$ cat config.mk
export PLATFORM = sky130hd
export DESIGN_NAME = riscv_i32c_fetch_align_flat
export DESIGN_NICKNAME = d
export VERILOG_FILES = /design/src/rtl/riscv_i32c_fetch_align_if.sv /design/src/rtl/riscv_i32c_fetch_align.sv /design/src/flat_wrapper.sv
export SDC_FILE = /design/constraint.sdc
export NUM_CORES = 1
export LEC_CHECK = 0
export BUFFER_PORTS_ARGS = -buffer_cell sky130_fd_sc_hd__buf_2
export CAP_MARGIN = 20
export CORE_MARGIN = 2
export CORE_UTILIZATION = 49
export DETAILED_ROUTE_END_ITERATION = 12
export PLACE_DENSITY = 0.74
export SLEW_MARGIN = 10
export SYNTH_ARGS = -nofsm -noshare
export SYNTH_HDL_FRONTEND = slang
export SYNTH_SLANG_ARGS = --single-unit
$ cat constraint.sdc
create_clock -name clk -period 4.5 [get_ports clk]
set_input_delay 0.675 -clock clk [delete_from_list [all_inputs] [get_ports clk]]
set_output_delay 0.675 -clock clk [all_outputs]
set_load 0.02 [all_outputs]
$ cat src/rtl/riscv_i32c_fetch_align_if.sv
// Bus bundle between the fetch aligner, the instruction memory port and the decode stage.
//
//   master : the fetch aligner (drives fetch requests and the instruction output)
//   slave  : the environment (memory port plus decode-stage consumer)
//
// Signals:
//   fetch_req_valid / fetch_req_address / fetch_req_ready   word-aligned fetch request
//   fetch_resp_valid / fetch_resp_data                      read data, little-endian
//   instruction_valid / instruction_ready                   instruction handshake
//   instruction__mode / instruction__data / instruction_pc  presented instruction
//   fetch_resp_error / instruction_fault                    only with RISCV_FETCH_ALIGN_FAULT_EN
interface riscv_i32c_fetch_align_if;
   logic        fetch_req_valid;
   logic [31:0] fetch_req_address;
   logic        fetch_req_ready;
   logic        fetch_resp_valid;
   logic [31:0] fetch_resp_data;
   logic        instruction_valid;
   logic        instruction_ready;
   logic [2:0]  instruction__mode;
   logic [31:0] instruction__data;
   logic [31:0] instruction_pc;
`ifdef RISCV_FETCH_ALIGN_FAULT_EN
   logic        fetch_resp_error;
   logic        instruction_fault;

   modport master (
      output fetch_req_valid, fetch_req_address,
      input  fetch_req_ready, fetch_resp_valid, fetch_resp_data, fetch_resp_error,
      output instruction_valid, instruction__mode, instruction__data, instruction_pc,
      output instruction_fault,
      input  instruction_ready
   );

   modport slave (
      input  fetch_req_valid, fetch_req_address,
      output fetch_req_ready, fetch_resp_valid, fetch_resp_data, fetch_resp_error,
      input  instruction_valid, instruction__mode, instruction__data, instruction_pc,
      input  instruction_fault,
      output instruction_ready
   );
`else
   modport master (
      output fetch_req_valid, fetch_req_address,
      input  fetch_req_ready, fetch_resp_valid, fetch_resp_data,
      output instruction_valid, instruction__mode, instruction__data, instruction_pc,
      input  instruction_ready
   );

   modport slave (
      input  fetch_req_valid, fetch_req_address,
      output fetch_req_ready, fetch_resp_valid, fetch_resp_data,
      input  instruction_valid, instruction__mode, instruction__data, instruction_pc,
      output instruction_ready
   );
`endif
endinterface

$ cat src/rtl/riscv_i32c_fetch_align.sv
// Instruction fetch aligner: issues word-aligned fetches, buffers returned words as halfwords
// and presents one aligned instruction (16-bit compressed or 32-bit, possibly straddling a
// word boundary) per handshake to the decode stage.
//
// Ports:
//   clk, reset          clock, asynchronous active-high reset
//   riscv_config__i32c  compressed instructions enabled
//   mode                current privilege mode, forwarded to instruction__mode
//   redirect_valid/pc   flush buffer and restart fetching at redirect_pc (bit0 ignored)
//   bus (master)        fetch request/response and instruction output bundle
//
// Optional feature macro: RISCV_FETCH_ALIGN_FAULT_EN adds fetch_resp_error / instruction_fault
// on the bus; each buffered halfword then carries the error bit of its response.
module riscv_i32c_fetch_align #(
   parameter logic [31:0] RESET_PC = 32'h0
) (
   input  logic                             clk,
   input  logic                             reset,
   input  logic                             riscv_config__i32c,
   input  logic [2:0]                       mode,
   input  logic                             redirect_valid,
   input  logic [31:0]                      redirect_pc,
   riscv_i32c_fetch_align_if.master         bus
);

   // h0 in [15:0], h1 in [31:16], h2 in [47:32]
   logic [47:0] hbuf_q, hbuf_d;
   logic [1:0]  count_q, count_d;
   logic [31:0] head_pc_q, head_pc_d;
   logic [31:0] fetch_pc_q, fetch_pc_d;
   logic        outstanding_q, outstanding_d;
   logic        discard_q, discard_d;
   logic        skip_low_q, skip_low_d;

   logic        head_fault;
   logic        is_comp, one_half, inst_valid;
   logic        fire, resp, consume, skip_eff;
   logic [1:0]  shamt, cnt_s, app_n;
   logic [47:0] sh_vec, keep_vec, ext_vec;
   logic [31:0] app_vec;
   logic [15:0] h0, h1;

   assign h0 = hbuf_q[15:0];
   assign h1 = hbuf_q[31:16];

   // A faulted head is always presented as a one-halfword 32-bit item so it never stalls.
   assign is_comp    = riscv_config__i32c && (h0[1:0] != 2'b11) && !head_fault;
   assign one_half   = is_comp || head_fault;
   assign inst_valid = one_half ? (count_q != 2'd0) : (count_q >= 2'd2);

   assign fire    = bus.fetch_req_valid && bus.fetch_req_ready;
   assign resp    = bus.fetch_resp_valid && outstanding_q;
   assign consume = inst_valid && bus.instruction_ready;
   // Reset value of skip_low is RESET_PC[1]; qualifying with i32c here gives the
   // configuration-dependent behaviour without an input-dependent async reset value.
   assign skip_eff = skip_low_q && riscv_config__i32c;

   // Outputs depend on state registers only (plus mode / reset gating).
   assign bus.instruction__mode = mode;
   assign bus.instruction_valid = inst_valid;
   assign bus.instruction_pc    = inst_valid ? head_pc_q : 32'h0;
   assign bus.fetch_req_address = fetch_pc_q;
   assign bus.fetch_req_valid   = !reset && !outstanding_q && (count_q <= 2'd1);

   always_comb begin
      bus.instruction__data = 32'h0;
      if (inst_valid) begin
         if (is_comp || count_q == 2'd1) begin
            bus.instruction__data = {16'h0, h0};
         end else begin
            bus.instruction__data = {h1, h0};
         end
      end
   end

   always_comb begin
      shamt = 2'd0;
      if (consume) begin
         shamt = one_half ? 2'd1 : 2'd2;
      end
      case (shamt)
         2'd1:    sh_vec = {16'h0, hbuf_q[47:16]};
         2'd2:    sh_vec = {32'h0, hbuf_q[47:32]};
         default: sh_vec = hbuf_q;
      endcase
      cnt_s = count_q - shamt;

      // Shift first, then append the response behind the surviving halfwords.
      app_vec  = skip_eff ? {16'h0, bus.fetch_resp_data[31:16]} : bus.fetch_resp_data;
      app_n    = skip_eff ? 2'd1 : 2'd2;
      keep_vec = (48'h1 << {cnt_s, 4'b0000}) - 48'h1;
      ext_vec  = {16'h0, app_vec} << {cnt_s, 4'b0000};

      hbuf_d        = hbuf_q;
      count_d       = count_q;
      head_pc_d     = head_pc_q;
      fetch_pc_d    = fetch_pc_q;
      outstanding_d = outstanding_q;
      discard_d     = discard_q;
      skip_low_d    = skip_low_q;

      if (redirect_valid) begin
         count_d    = 2'd0;
         head_pc_d  = redirect_pc & ~32'h1;
         fetch_pc_d = redirect_pc & ~32'h3;
         skip_low_d = redirect_pc[1] & riscv_config__i32c;
         // Any request still in flight (or accepted right now) returns stale data.
         if (fire || (outstanding_q && !resp)) begin
            outstanding_d = 1'b1;
            discard_d     = 1'b1;
         end else begin
            outstanding_d = 1'b0;
            discard_d     = 1'b0;
         end
      end else begin
         hbuf_d    = sh_vec;
         count_d   = cnt_s;
         head_pc_d = head_pc_q + {29'h0, shamt, 1'b0};
         if (fire) begin
            outstanding_d = 1'b1;
            fetch_pc_d    = fetch_pc_q + 32'd4;
         end
         if (resp) begin
            outstanding_d = 1'b0;
            discard_d     = 1'b0;
            if (!discard_q) begin
               hbuf_d     = (sh_vec & keep_vec) | ext_vec;
               count_d    = cnt_s + app_n;
               skip_low_d = 1'b0;
            end
         end
      end
   end

   always_ff @(posedge clk or posedge reset) begin
      if (reset) begin
         hbuf_q        <= 48'h0;
         count_q       <= 2'd0;
         head_pc_q     <= RESET_PC;
         fetch_pc_q    <= RESET_PC & ~32'h3;
         outstanding_q <= 1'b0;
         discard_q     <= 1'b0;
         skip_low_q    <= RESET_PC[1];
      end else begin
         hbuf_q        <= hbuf_d;
         count_q       <= count_d;
         head_pc_q     <= head_pc_d;
         fetch_pc_q    <= fetch_pc_d;
         outstanding_q <= outstanding_d;
         discard_q     <= discard_d;
         skip_low_q    <= skip_low_d;
      end
   end

`ifdef RISCV_FETCH_ALIGN_FAULT_EN
   // One fault bit per buffered halfword, shifted and appended alongside hbuf.
   logic [2:0] hflt_q, hflt_d, sh_flt, keep_flt;
   logic [1:0] app_flt;
   logic [4:0] ext_flt;

   assign head_fault = hflt_q[0];
   assign bus.instruction_fault = inst_valid && (head_fault || (!one_half && hflt_q[1]));

   always_comb begin
      sh_flt   = hflt_q >> shamt;
      keep_flt = (3'b001 << cnt_s) - 3'b001;
      app_flt  = skip_eff ? {1'b0, bus.fetch_resp_error} : {2{bus.fetch_resp_error}};
      ext_flt  = {3'b000, app_flt} << cnt_s;
      hflt_d   = hflt_q;
      if (!redirect_valid) begin
         hflt_d = sh_flt;
         if (resp && !discard_q) begin
            hflt_d = (sh_flt & keep_flt) | ext_flt[2:0];
         end
      end
   end

   always_ff @(posedge clk or posedge reset) begin
      if (reset) begin
         hflt_q <= 3'b000;
      end else begin
         hflt_q <= hflt_d;
      end
   end
`else
   assign head_fault = 1'b0;
`endif

endmodule

$ cat src/flat_wrapper.sv
// flat-port wrapper written by rule: the top's interface ports become plain ports
module riscv_i32c_fetch_align_flat 
#(
   parameter logic [31:0] RESET_PC = 32'h0
)
  (clk, reset, riscv_config__i32c, mode, redirect_valid, redirect_pc, bus_fetch_req_valid, bus_fetch_req_address, bus_fetch_req_ready, bus_fetch_resp_valid, bus_fetch_resp_data, bus_instruction_valid, bus_instruction__mode, bus_instruction__data, bus_instruction_pc, bus_instruction_ready);
  riscv_i32c_fetch_align_if bus_i ();
  input  logic clk;
  input  logic reset;
  input  logic riscv_config__i32c;
  input  logic [2:0] mode;
  input  logic redirect_valid;
  input  logic [31:0] redirect_pc;
  output wire logic [$bits(bus_i.fetch_req_valid)-1:0] bus_fetch_req_valid;
  output wire logic [$bits(bus_i.fetch_req_address)-1:0] bus_fetch_req_address;
  input wire logic [$bits(bus_i.fetch_req_ready)-1:0] bus_fetch_req_ready;
  input wire logic [$bits(bus_i.fetch_resp_valid)-1:0] bus_fetch_resp_valid;
  input wire logic [$bits(bus_i.fetch_resp_data)-1:0] bus_fetch_resp_data;
  output wire logic [$bits(bus_i.instruction_valid)-1:0] bus_instruction_valid;
  output wire logic [$bits(bus_i.instruction__mode)-1:0] bus_instruction__mode;
  output wire logic [$bits(bus_i.instruction__data)-1:0] bus_instruction__data;
  output wire logic [$bits(bus_i.instruction_pc)-1:0] bus_instruction_pc;
  input wire logic [$bits(bus_i.instruction_ready)-1:0] bus_instruction_ready;
  assign bus_fetch_req_valid = bus_i.fetch_req_valid;
  assign bus_fetch_req_address = bus_i.fetch_req_address;
  assign bus_i.fetch_req_ready = bus_fetch_req_ready;
  assign bus_i.fetch_resp_valid = bus_fetch_resp_valid;
  assign bus_i.fetch_resp_data = bus_fetch_resp_data;
  assign bus_instruction_valid = bus_i.instruction_valid;
  assign bus_instruction__mode = bus_i.instruction__mode;
  assign bus_instruction__data = bus_i.instruction__data;
  assign bus_instruction_pc = bus_i.instruction_pc;
  assign bus_i.instruction_ready = bus_instruction_ready;
  riscv_i32c_fetch_align #(.RESET_PC(RESET_PC)) u_core (.clk(clk), .reset(reset), .riscv_config__i32c(riscv_config__i32c), .mode(mode), .redirect_valid(redirect_valid), .redirect_pc(redirect_pc), .bus(bus_i));
endmodule
==> results.json, run 1 <==
{
  "met3_length_mm": 1.44,
  "die_y_um": 124,
  "num_vias": 6308,
  "skew_ns": 0.0111,
  "worst_setup_path_start_kind": "flip-flop",
  "grt.total_usage_pct": 26.1,
  "fin_tns_setup_ns": 0,
  "grt_max_degree": 56,
  "ys_seq_area_share_pct": 40.4,
  "slowest_delay_ns": 0.49,
  "area.sequential_um2": 2850,
  "core-area_um2": 14000,
  "place.gp.congestion": 0.841,
  "netlist_instances": 746,
  "rsz0062_at_grt": "no",
  "clkLatencyLatePin_ns": 0.42,
  "leakagePower_nw": 4.11,
  "final_cell_mix": "buf_2 (164), dfrtp_1 (114), nand3_1 (72)",
  "cts_buffer_depth": 2,
  "cp_max_fo": 26,
  "numCtsBuffers": 17,
  "start_util_pct": 50.5,
  "multi_input_area_um2": 3890,
  "netlist_area_um2": 7070,
  "nets": 968,
  "yosysWarnings": 0,
  "setup_slack_ns": 1.21,
  "hold_viol_final": 0,
  "post_cts_buffers": 0,
  "area_growth_pct": 21.3,
  "wl_met2_mm": 9.50,
  "grt_pass1_wl_mm": 30.8,
  "cpMostUsedCell": "buf_4",
  "place_hpwl_mm": 13.0,
  "status": "finished, final reports clean",
  "vias_per_cell": 5.84,
  "pre_cts_ws_ns": 1.19,
  "clk_pin_slew_worst_paths_ns": 0.05,
  "max_slew_margin_pct": 38.6,
  "postRouteAntennaNets": 0,
  "antenna_found_initial": 0,
  "min_period_ns": 3.29,
  "overflow": 0,
  "power.density_nw_per_um2": 438,
  "rows": 43,
  "synth_edf_count": 0,
  "crit_arrival_ns": 2.62,
  "cp_num_buf_inv": 4,
  "fin_crit_sh_pct": 73.2,
  "synthFlopType": "dfrtp_1",
  "num-fill-cells": 1211,
  "crit_chain": "buf_4, a21oi_1, inv_1, buf_4, and2_1, buf_2",
  "first_iter_violations": 461,
  "slew_violations": 0,
  "synth_cell_type_count": 49,
  "wirelength_mm": 19.7,
  "topRoutingLayerUsed": "met4",
  "final_common_cell": "buf_2",
  "avgSynthCellArea_um2": 9.47,
  "cp.required_ns": 3.83,
  "cts_tree": "built",
  "drc_errors": 0,
  "grt_pass1_vias": 6068,
  "postCtsHoldBufs": 0,
  "portBuffers": 164,
  "async_flop_share_pct": 100,
  "wl_per_cell_um": 18.2,
  "clock_sinks": 114,
  "vdd_drop_max_mv": 0.293,
  "drv_cap": 0,
  "ys_ff_latch": 114,
  "diodes": 0,
  "die_x_um": 124,
  "worst_slew_pin_slew_ns": 0.920,
  "worst_setup_path_end_kind": "output port",
  "cts_root_buf": "clkbuf_16",
  "min_path_type": "primary input to async pin",
  "ctsResizeCount": 0,
  "cp_top_family": "buffers and inverters",
  "io_pins": 175,
  "firstDrtPassIters": 5,
  "die_area_um2": 15400,
  "m1WireLength_mm": 8.26,
  "crit_slowest_cell": "inv_1",
  "max_freq_mhz": 304,
  "finalSetupViolations": 0,
  "crit_type": "flip-flop to output port",
  "htreeDepth": 4,
  "drive_gt1_share_pct": 29.7
}
final cells by class:
class / instances / area share [%]
sequential: 114 / 33.3
tap: 180 / 2.63
inverter: 17 / 0.773
timing repair buffer: 182 / 11.1
clock buffer: 28 / 6.03
multi-input combinational: 555 / 45.3
clock inverter: 4 / 0.817
synthesized netlist by cell type, types with 2 or more instances:
library cell	count	area (um2)
inv_1	16	60.1
nor3_1	33	165
dfrtp_1	114	2850
a21o_1	3	22.5
nand2_1	27	101
buf_1	3	11.3
nor4_1	2	12.5
buf_2	9	45.0
clkbuf_1	42	158
ha_1	6	75.1
nand3_1	72	360
mux2i_1	18	180
buf_4	7	52.6
nand3b_1	2	15.0
or3_1	3	18.8
nor2_1	41	154
nor4_2	3	37.5
mux2_2	43	484
nand2b_1	6	37.5
xnor2_1	35	307
and3_1	35	219
a21boi_1	4	30.0
a21oi_1	26	130
o21a_1	2	15.0
a221o_1	47	470
a21boi_0	4	30.0
xor2_1	24	210
and4_1	6	52.6
nor3_2	2	20.0
nand4_1	19	119
o21ai_0	24	120
and2_1	51	319
through the flow:
step / area, um2 / std cells / util (%) / hold slack [ns] / power, mW
after floorplan: 7070 / 748 / - / 0.472 / 2.11
after global placement: 7990 / 1048 / 57.1 / 0.490 / 2.40
after detailed placement: 7990 / 1048 / 57.1 / 0.495 / 2.43
after CTS: 8570 / 1080 / 61.3 / 0.419 / 3.77
after global routing: 8570 / 1080 / 61.3 / 0.465 / 3.95
final: 8570 / 1080 / 61.3 / 0.408 / 3.76
kinds of logic (layout without fill, tap and decap cells):
group           after synthesis  count (layout)  synth area share, %
simple gates                307             307                 24.0
compound gates              118             118                 12.7
flops                       114             114                 40.4
buf+inv                      79             231                 4.83
mux                          61              61                 9.40
xor+xnor                     59              59                 7.31
fa+ha+maj                     7               7                 1.35
other cells                   1               3               0.0531
sequential cells by signal, summed over array words and instances, names as in the netlist:
signal / count
u_core.hbuf_q: 48
u_core.head_pc_q: 31
u_core.bus.fetch_req_address: 30
u_core.outstanding_q: 1
u_core.discard_q: 1
u_core.count_q: 2
u_core.skip_low_q: 1
worst reg2reg max path: cells and delay by family, from the launching register on:
family / cells / cell delay, ns
compound gates: 3 / 0.88
simple gates: 4 / 0.75
buf+inv: 2 / 0.55
fa+ha+maj: 2 / 0.49
flops: 1 / 0.35
report_power, final:
group / switching (mW) / internal, mW
logic: 0.555 / 0.419
clock network: 0.451 / 0.886
registers: 0.204 / 1.25
metal layers:
layer | track usage, % | up-vias
li1 | - | 2981
met1 | 33.0 | 3026
met2 | 43.8 | 264
met3 | 5.36 | 37
met4 | 10.3 | 0
met5 | 0 | -
path summary, 6_finish.rpt:
check | startpoint | end | slack [ns] | cells past startpoint
setup / recovery | u_core.count_q[1] | bus_instruction_pc[25] | 1.21 | 6
hold / removal | reset | u_core.hbuf_q[6] | 0.41 | 2
setup reg to reg | u_core.count_q[1] | u_core.hbuf_q[27] | 1.37 | 11
hold reg to reg | u_core.hbuf_q[3] | u_core.hbuf_q[3] | 0.51 | 1
max in group asynchronous | reset | u_core.bus.fetch_req_address[28] | 3.16 | 3
min in group clk | redirect_pc[2] | u_core.bus.fetch_req_address[2] | 0.49 | 3
Power figures use the tool's default switching activity.
==> inputs of run 2 (changes only) <==
--- a/config.mk
+++ b/config.mk
@@ -10,7 +10,7 @@
 export CORE_MARGIN = 2
 export CORE_UTILIZATION = 49
 export DETAILED_ROUTE_END_ITERATION = 12
-export PLACE_DENSITY = 0.74
+export PLACE_DENSITY = 0.77
 export SLEW_MARGIN = 10
 export SYNTH_ARGS = -nofsm -noshare
 export SYNTH_HDL_FRONTEND = slang
==> constraint.sdc (replaced) <==
create_clock -name clk -period 2.77 [get_ports clk]
set_input_delay 0.4155 -clock clk [delete_from_list [all_inputs] [get_ports clk]]
set_output_delay 0.4155 -clock clk [all_outputs]
set_load 0.02 [all_outputs]
==> results.json, run 2 (synthesized netlist as in run 1, its figures left out) <==
{
  "status": "finished, final reports clean",
  "pwr-share-clk_pct": 36.2,
  "vdd_drop_max_mv": 0.512,
  "skew_ns": 0.00598,
  "portBuffers": 164,
  "core-area_um2": 14000,
  "wirelength_mm": 20.4,
  "clk_pin_slew_worst_paths_ns": 0.05,
  "postRouteAntennaNets": 0,
  "critPathCapture": "u_core.hbuf_q[3]",
  "p_int_mw": 4.26,
  "grt.total_usage_pct": 27.1,
  "fin_crit_sh_pct": 94.7,
  "slowest_delay_ns": 0.45,
  "min_period_ns": 2.62,
  "place.gp.congestion": 0.862,
  "max_slew_margin_pct": 46.3,
  "p_switching_mw": 2.04,
  "timing.hold.ws_ns": 0.115,
  "die_area_um2": 15400,
  "drc_errors": 0,
  "r2r_start": "u_core.count_q[0]",
  "largest-register": "u_core.hbuf_q",
  "pwr-share-comb_pct": 26.4,
  "min_path_type": "primary input to async pin",
  "drive_gt1_share_pct": 31.7,
  "clkLatencyLatePin_ns": 0.43,
  "rr_endpoint": "u_core.hbuf_q[3]",
  "diodes": 0,
  "cts_buffer_depth": 2,
  "met3_length_mm": 1.53,
  "num_vias": 6499,
  "antenna_found_initial": 0,
  "wl_met2_mm": 9.98,
  "num-fill-cells": 1195,
  "vias_per_cell": 5.96,
  "cp.required_ns": 3.07,
  "clock_sinks": 114,
  "wl_per_cell_um": 18.7,
  "cp_max_fo": 16,
  "htreeDepth": 4,
  "fin_tns_setup_ns": 0,
  "grt_pass1_vias": 6257,
  "r2r_slack_ns": 0.15,
  "m1WireLength_mm": 8.43,
  "crit_type": "flip-flop to flip-flop",
  "topRoutingLayerUsed": "met4",
  "worst_setup_path_end_kind": "flip-flop",
  "worst_setup_path_start_kind": "flip-flop",
  "max_freq_mhz": 381,
  "numCtsBuffers": 17,
  "drv_cap": 0,
  "cp-startpoint": "u_core.count_q[0]",
  "worstRegToRegCells": 8,
  "largest_reg_flops": 48,
  "first_iter_violations": 571,
  "rsz0062_at_grt": "no",
  "die_y_um": 124,
  "cp_num_buf_inv": 1,
  "grt_pass1_wl_mm": 32.0,
  "crit_arrival_ns": 2.93,
  "switching_share_pct": 32.4,
  "start_util_pct": 50.5,
  "cts_tree": "built",
  "power.density_nw_per_um2": 720,
  "nets": 979,
  "final_cell_mix": "buf_2 (164), dfrtp_1 (114), nand3_1 (72)",
  "die_x_um": 124,
  "leakagePower_nw": 4.18,
  "crit_slowest_cell": "a221o_1",
  "crit_chain": "o21ai_1, nor2_4, ha_2, inv_1, nor3_1, mux2i_2, a21o_1, a221o_1",
  "cts_root_buf": "clkbuf_16",
  "place_hpwl_mm": 13.4,
  "overflow": 0,
  "grt_max_degree": 63,
  "p_total_mw": 6.30,
  "io_pins": 175,
  "worst_slew_pin_slew_ns": 0.805,
  "finalNonFillerCells": 1091,
  "finalSetupViolations": 0,
  "dp_cells": 1059,
  "cp_top_family": "compound AO/OA/AOI/OAI gates",
  "rows": 43,
  "firstDrtPassIters": 7,
  "slew_violations": 0,
  "power_frac_seq_pct": 37.3,
  "hold_viol_final": 0,
  "area_growth_pct": 23.9,
  "worst-path-stages": 8,
  "final_common_cell": "buf_2"
}
[run 2: how the worst min path moves through the flow]
| stage | slack, ns | startpoint | to |
|---|---|---|---|
| after floorplan | 0.47 | u_core.hbuf_q[10] | u_core.hbuf_q[10] |
| after global placement | 0.49 | u_core.hbuf_q[8] | u_core.hbuf_q[8] |
| after detailed placement | 0.50 | u_core.hbuf_q[9] | u_core.hbuf_q[9] |
| after CTS | 0.12 | reset | u_core.hbuf_q[20] |
| after global routing | 0.16 | reset | u_core.hbuf_q[36] |
| final | 0.12 | reset | u_core.hbuf_q[36] |
[run 2: area by class of cell]
cell class	count	area, um2	share of cell area (%)
timing repair buffer	193	1080	12.3
clock inverter	8	125	1.43
sequential	114	2850	32.6
clock buffer	24	492	5.62
tap	180	225	2.57
multi-input combinational	555	3920	44.7
inverter	17	67.6	0.772
[run 2: stage by stage]
| step | setup WS (ns) | utilization [%] | instance area, um2 |
|---|---|---|---|
| floorplan | -0.140 | - | 7160 |
| global placement | -0.0184 | 58.2 | 8140 |
| detailed placement | -0.0877 | 58.2 | 8140 |
| CTS | 0.00324 | 62.6 | 8750 |
| global route | 0.0312 | 62.6 | 8760 |
| finish | 0.147 | 62.6 | 8760 |
[run 2: power groups by stage]
stage | clock network (mW) | registers, mW | logic (mW)
floorplan | 0 | 2.32 | 1.14
global placement | 0 | 2.34 | 1.62
detailed placement | 0 | 2.36 | 1.65
CTS | 2.30 | 2.34 | 1.66
global route | 2.38 | 2.40 | 1.82
finish | 2.28 | 2.35 | 1.66
[run 2: worst reg2reg max path, stage by stage, from the launching register on]
cell     delay (ns)
dfrtp_1        0.40
o21ai_1        0.29
nor2_4         0.07
ha_2           0.39
inv_1          0.14
nor3_1         0.23
mux2i_2        0.11
a21o_1         0.41
a221o_1        0.45
[run 2: repair_timing]
| action | CTS | global route |
|---|---|---|
| setup buffers | 0 | 0 |
| hold buffers | 0 | 0 |
| setup endpoints to repair | 0 | 56 |
| resized for setup | 0 | 2 |
[run 2: per-layer routing]
layer	vias up	GRT usage, %
met5	-	0
met4	0	10.1
met3	36	6.00
met2	306	45.6
met1	3155	34.0
li1	3002	-
==> inputs of run 3 (changes only) <==
--- a/config.mk
+++ b/config.mk
@@ -9,8 +9,10 @@
 export CAP_MARGIN = 20
 export CORE_MARGIN = 2
 export CORE_UTILIZATION = 49
+export CTS_BUF_LIST = sky130_fd_sc_hd__clkbuf_4
 export DETAILED_ROUTE_END_ITERATION = 12
-export PLACE_DENSITY = 0.77
+export GPL_TIMING_DRIVEN = 0
+export PLACE_DENSITY_LB_ADDON = 0.15
 export SLEW_MARGIN = 10
 export SYNTH_ARGS = -nofsm -noshare
 export SYNTH_HDL_FRONTEND = slang
==> results.json, run 3 (synthesized netlist as in run 1, its figures left out) <==
{
  "status": "finished, final reports clean",
  "overflow": 0,
  "die_x_um": 124,
  "min_period_ns": 2.67,
  "crit_arrival_ns": 2.26,
  "p_int_mw": 3.59,
  "cp_max_fo": 10,
  "rsz0062_at_grt": "yes",
  "firstDrtPassIters": 5,
  "die_area_um2": 15400,
  "largest_reg_flops": 48,
  "leakagePower_nw": 4.32,
  "power.density_nw_per_um2": 623,
  "clock_sinks": 114,
  "grt_pass1_vias": 6431,
  "final_cell_mix": "buf_2 (171), dfrtp_1 (113), nand3_1 (72)",
  "placed_cell_area_um2": 8280,
  "clk_pin_slew_worst_paths_ns": 0.10,
  "finalNonFillerCells": 1155,
  "fin_crit_sh_pct": 96.5,
  "timing.hold.ws_ns": 0.104,
  "switching_share_pct": 36.2,
  "pwr-share-clk_pct": 22.9,
  "rows": 43,
  "start_util_pct": 50.5,
  "setup_slack_ns": 0.0958,
  "clkLatencyLatePin_ns": 0.54,
  "max_freq_mhz": 374,
  "core-area_um2": 14000,
  "grt.total_usage_pct": 28.5,
  "cts_buffer_depth": 2,
  "final_common_cell": "buf_2",
  "die_y_um": 124,
  "postRouteAntennaNets": 0,
  "hold_viol_final": 0,
  "finalSetupViolations": 0,
  "num_vias": 6688,
  "cts_root_buf": "clkbuf_4",
  "place.gp.congestion": 0.850,
  "skew_ns": 0.0186,
  "wirelength_mm": 21.7,
  "fin_tns_setup_ns": 0,
  "crit_type": "flip-flop to output port",
  "grt_pass1_wl_mm": 33.1,
  "cp.required_ns": 2.35,
  "dp_cells": 1097,
  "final_util_pct": 64.5,
  "drv_cap": 0,
  "numCtsBuffers": 17,
  "antenna_found_initial": 1,
  "portBuffers": 166,
  "pwr-share-comb_pct": 35.6,
  "io_pins": 175,
  "power_frac_seq_pct": 41.5,
  "p_switching_mw": 2.03,
  "cts_tree": "built",
  "worst_setup_path_start_kind": "flip-flop",
  "first_iter_violations": 396,
  "min_path_type": "primary input to flip-flop",
  "vias_per_cell": 5.79,
  "nets": 1042,
  "worst_setup_path_end_kind": "output port",
  "area_growth_pct": 27.7,
  "wl_per_cell_um": 18.8,
  "fin_area_um2": 9030,
  "p_total_mw": 5.62,
  "num-fill-cells": 1223,
  "vdd_drop_max_mv": 0.323,
  "max_slew_margin_pct": 44.4,
  "drc_errors": 0,
  "pre_cts_ws_ns": -0.920,
  "place_hpwl_mm": 15.7,
  "slew_violations": 0,
  "grt_max_degree": 36,
  "worst_slew_pin_slew_ns": 0.827,
  "drive_gt1_share_pct": 35.2,
  "largest-register": "u_core.hbuf_q",
  "htreeDepth": 4
}
==> run 3: changes by cell type in the layout (fill, tap and decap cells not counted), sizes merged <==
cell,delta
clkbuf,+27
diode,+1
clkinv,+4
buf,+30
clkinvlp,+2
dlygate4sd3,+1
inv,-1
==> run 3: critical path, cell delays in order, from the launching register on <==
cell	delay, ns
dfrtp_1	0.41
buf_4	0.14
buf_4	0.13
a21boi_4	0.20
a21oi_4	0.11
inv_2	0.09
buf_6	0.15
buf_6	0.14
and2_1	0.17
buf_2	0.17
==> run 3: power by group through the flow <==
stage	registers (mW)	clock network, mW	logic [mW]
after floorplan	2.32	0	1.14
final	2.33	1.29	2.00
after detailed placement	2.36	0	1.69
after CTS	2.32	1.30	1.93
after global placement	2.35	0	1.66
after global routing	2.38	1.37	2.16
==> run 3: worst paths after layout <==
check / slack (ns) / startpoint / cells past startpoint / endpoint
setup / recovery: 0.1 / u_core.hbuf_q[0] / 9 / bus_instruction_pc[29]
hold / removal: 0.10 / redirect_pc[7] / 2 / u_core.head_pc_q[7]
setup reg to reg: 0.11 / u_core.count_q[1] / 13 / u_core.hbuf_q[24]
hold reg to reg: 0.52 / u_core.hbuf_q[15] / 1 / u_core.hbuf_q[15]
max in group asynchronous: 1.83 / reset / 4 / u_core.bus.fetch_req_address[15]
min in group asynchronous: 0.44 / reset / 3 / u_core.head_pc_q[2]
==> run 3: layout make-up <==
cell class | instances | area [um2] | area share, %
inverter | 17 | 71.3 | 0.790
sequential | 114 | 2850 | 31.6
tap | 180 | 225 | 2.49
multi-input combinational | 555 | 4050 | 44.8
clock inverter | 13 | 143 | 1.58
antenna | 1 | 2.50 | 0.0277
clock buffer | 19 | 143 | 1.58
buffer | 57 | 405 | 4.49
timing repair buffer | 199 | 1140 | 12.6
==> run 3: routing by layer <==
metal / up-vias / GRT usage (%) / routed length [um]
met2: 280 / 48.2 / 10800
met5: - / 0 / 0
met3: 53 / 4.81 / 1420
li1: 3134 / - / -
met1: 3221 / 34.6 / 8790
met4: 0 / 15.5 / 716
==> run 3: timing repair <==
action | CTS | global route
pin swaps | 19 | 10
hold endpoints to repair | 11 | 0
hold buffers | 1 | 0
gates cloned | 1 | 0
endpoints found under the setup margin | 127 | 108
buffers inserted | 23 | 5
gates resized for setup | 58 | 33
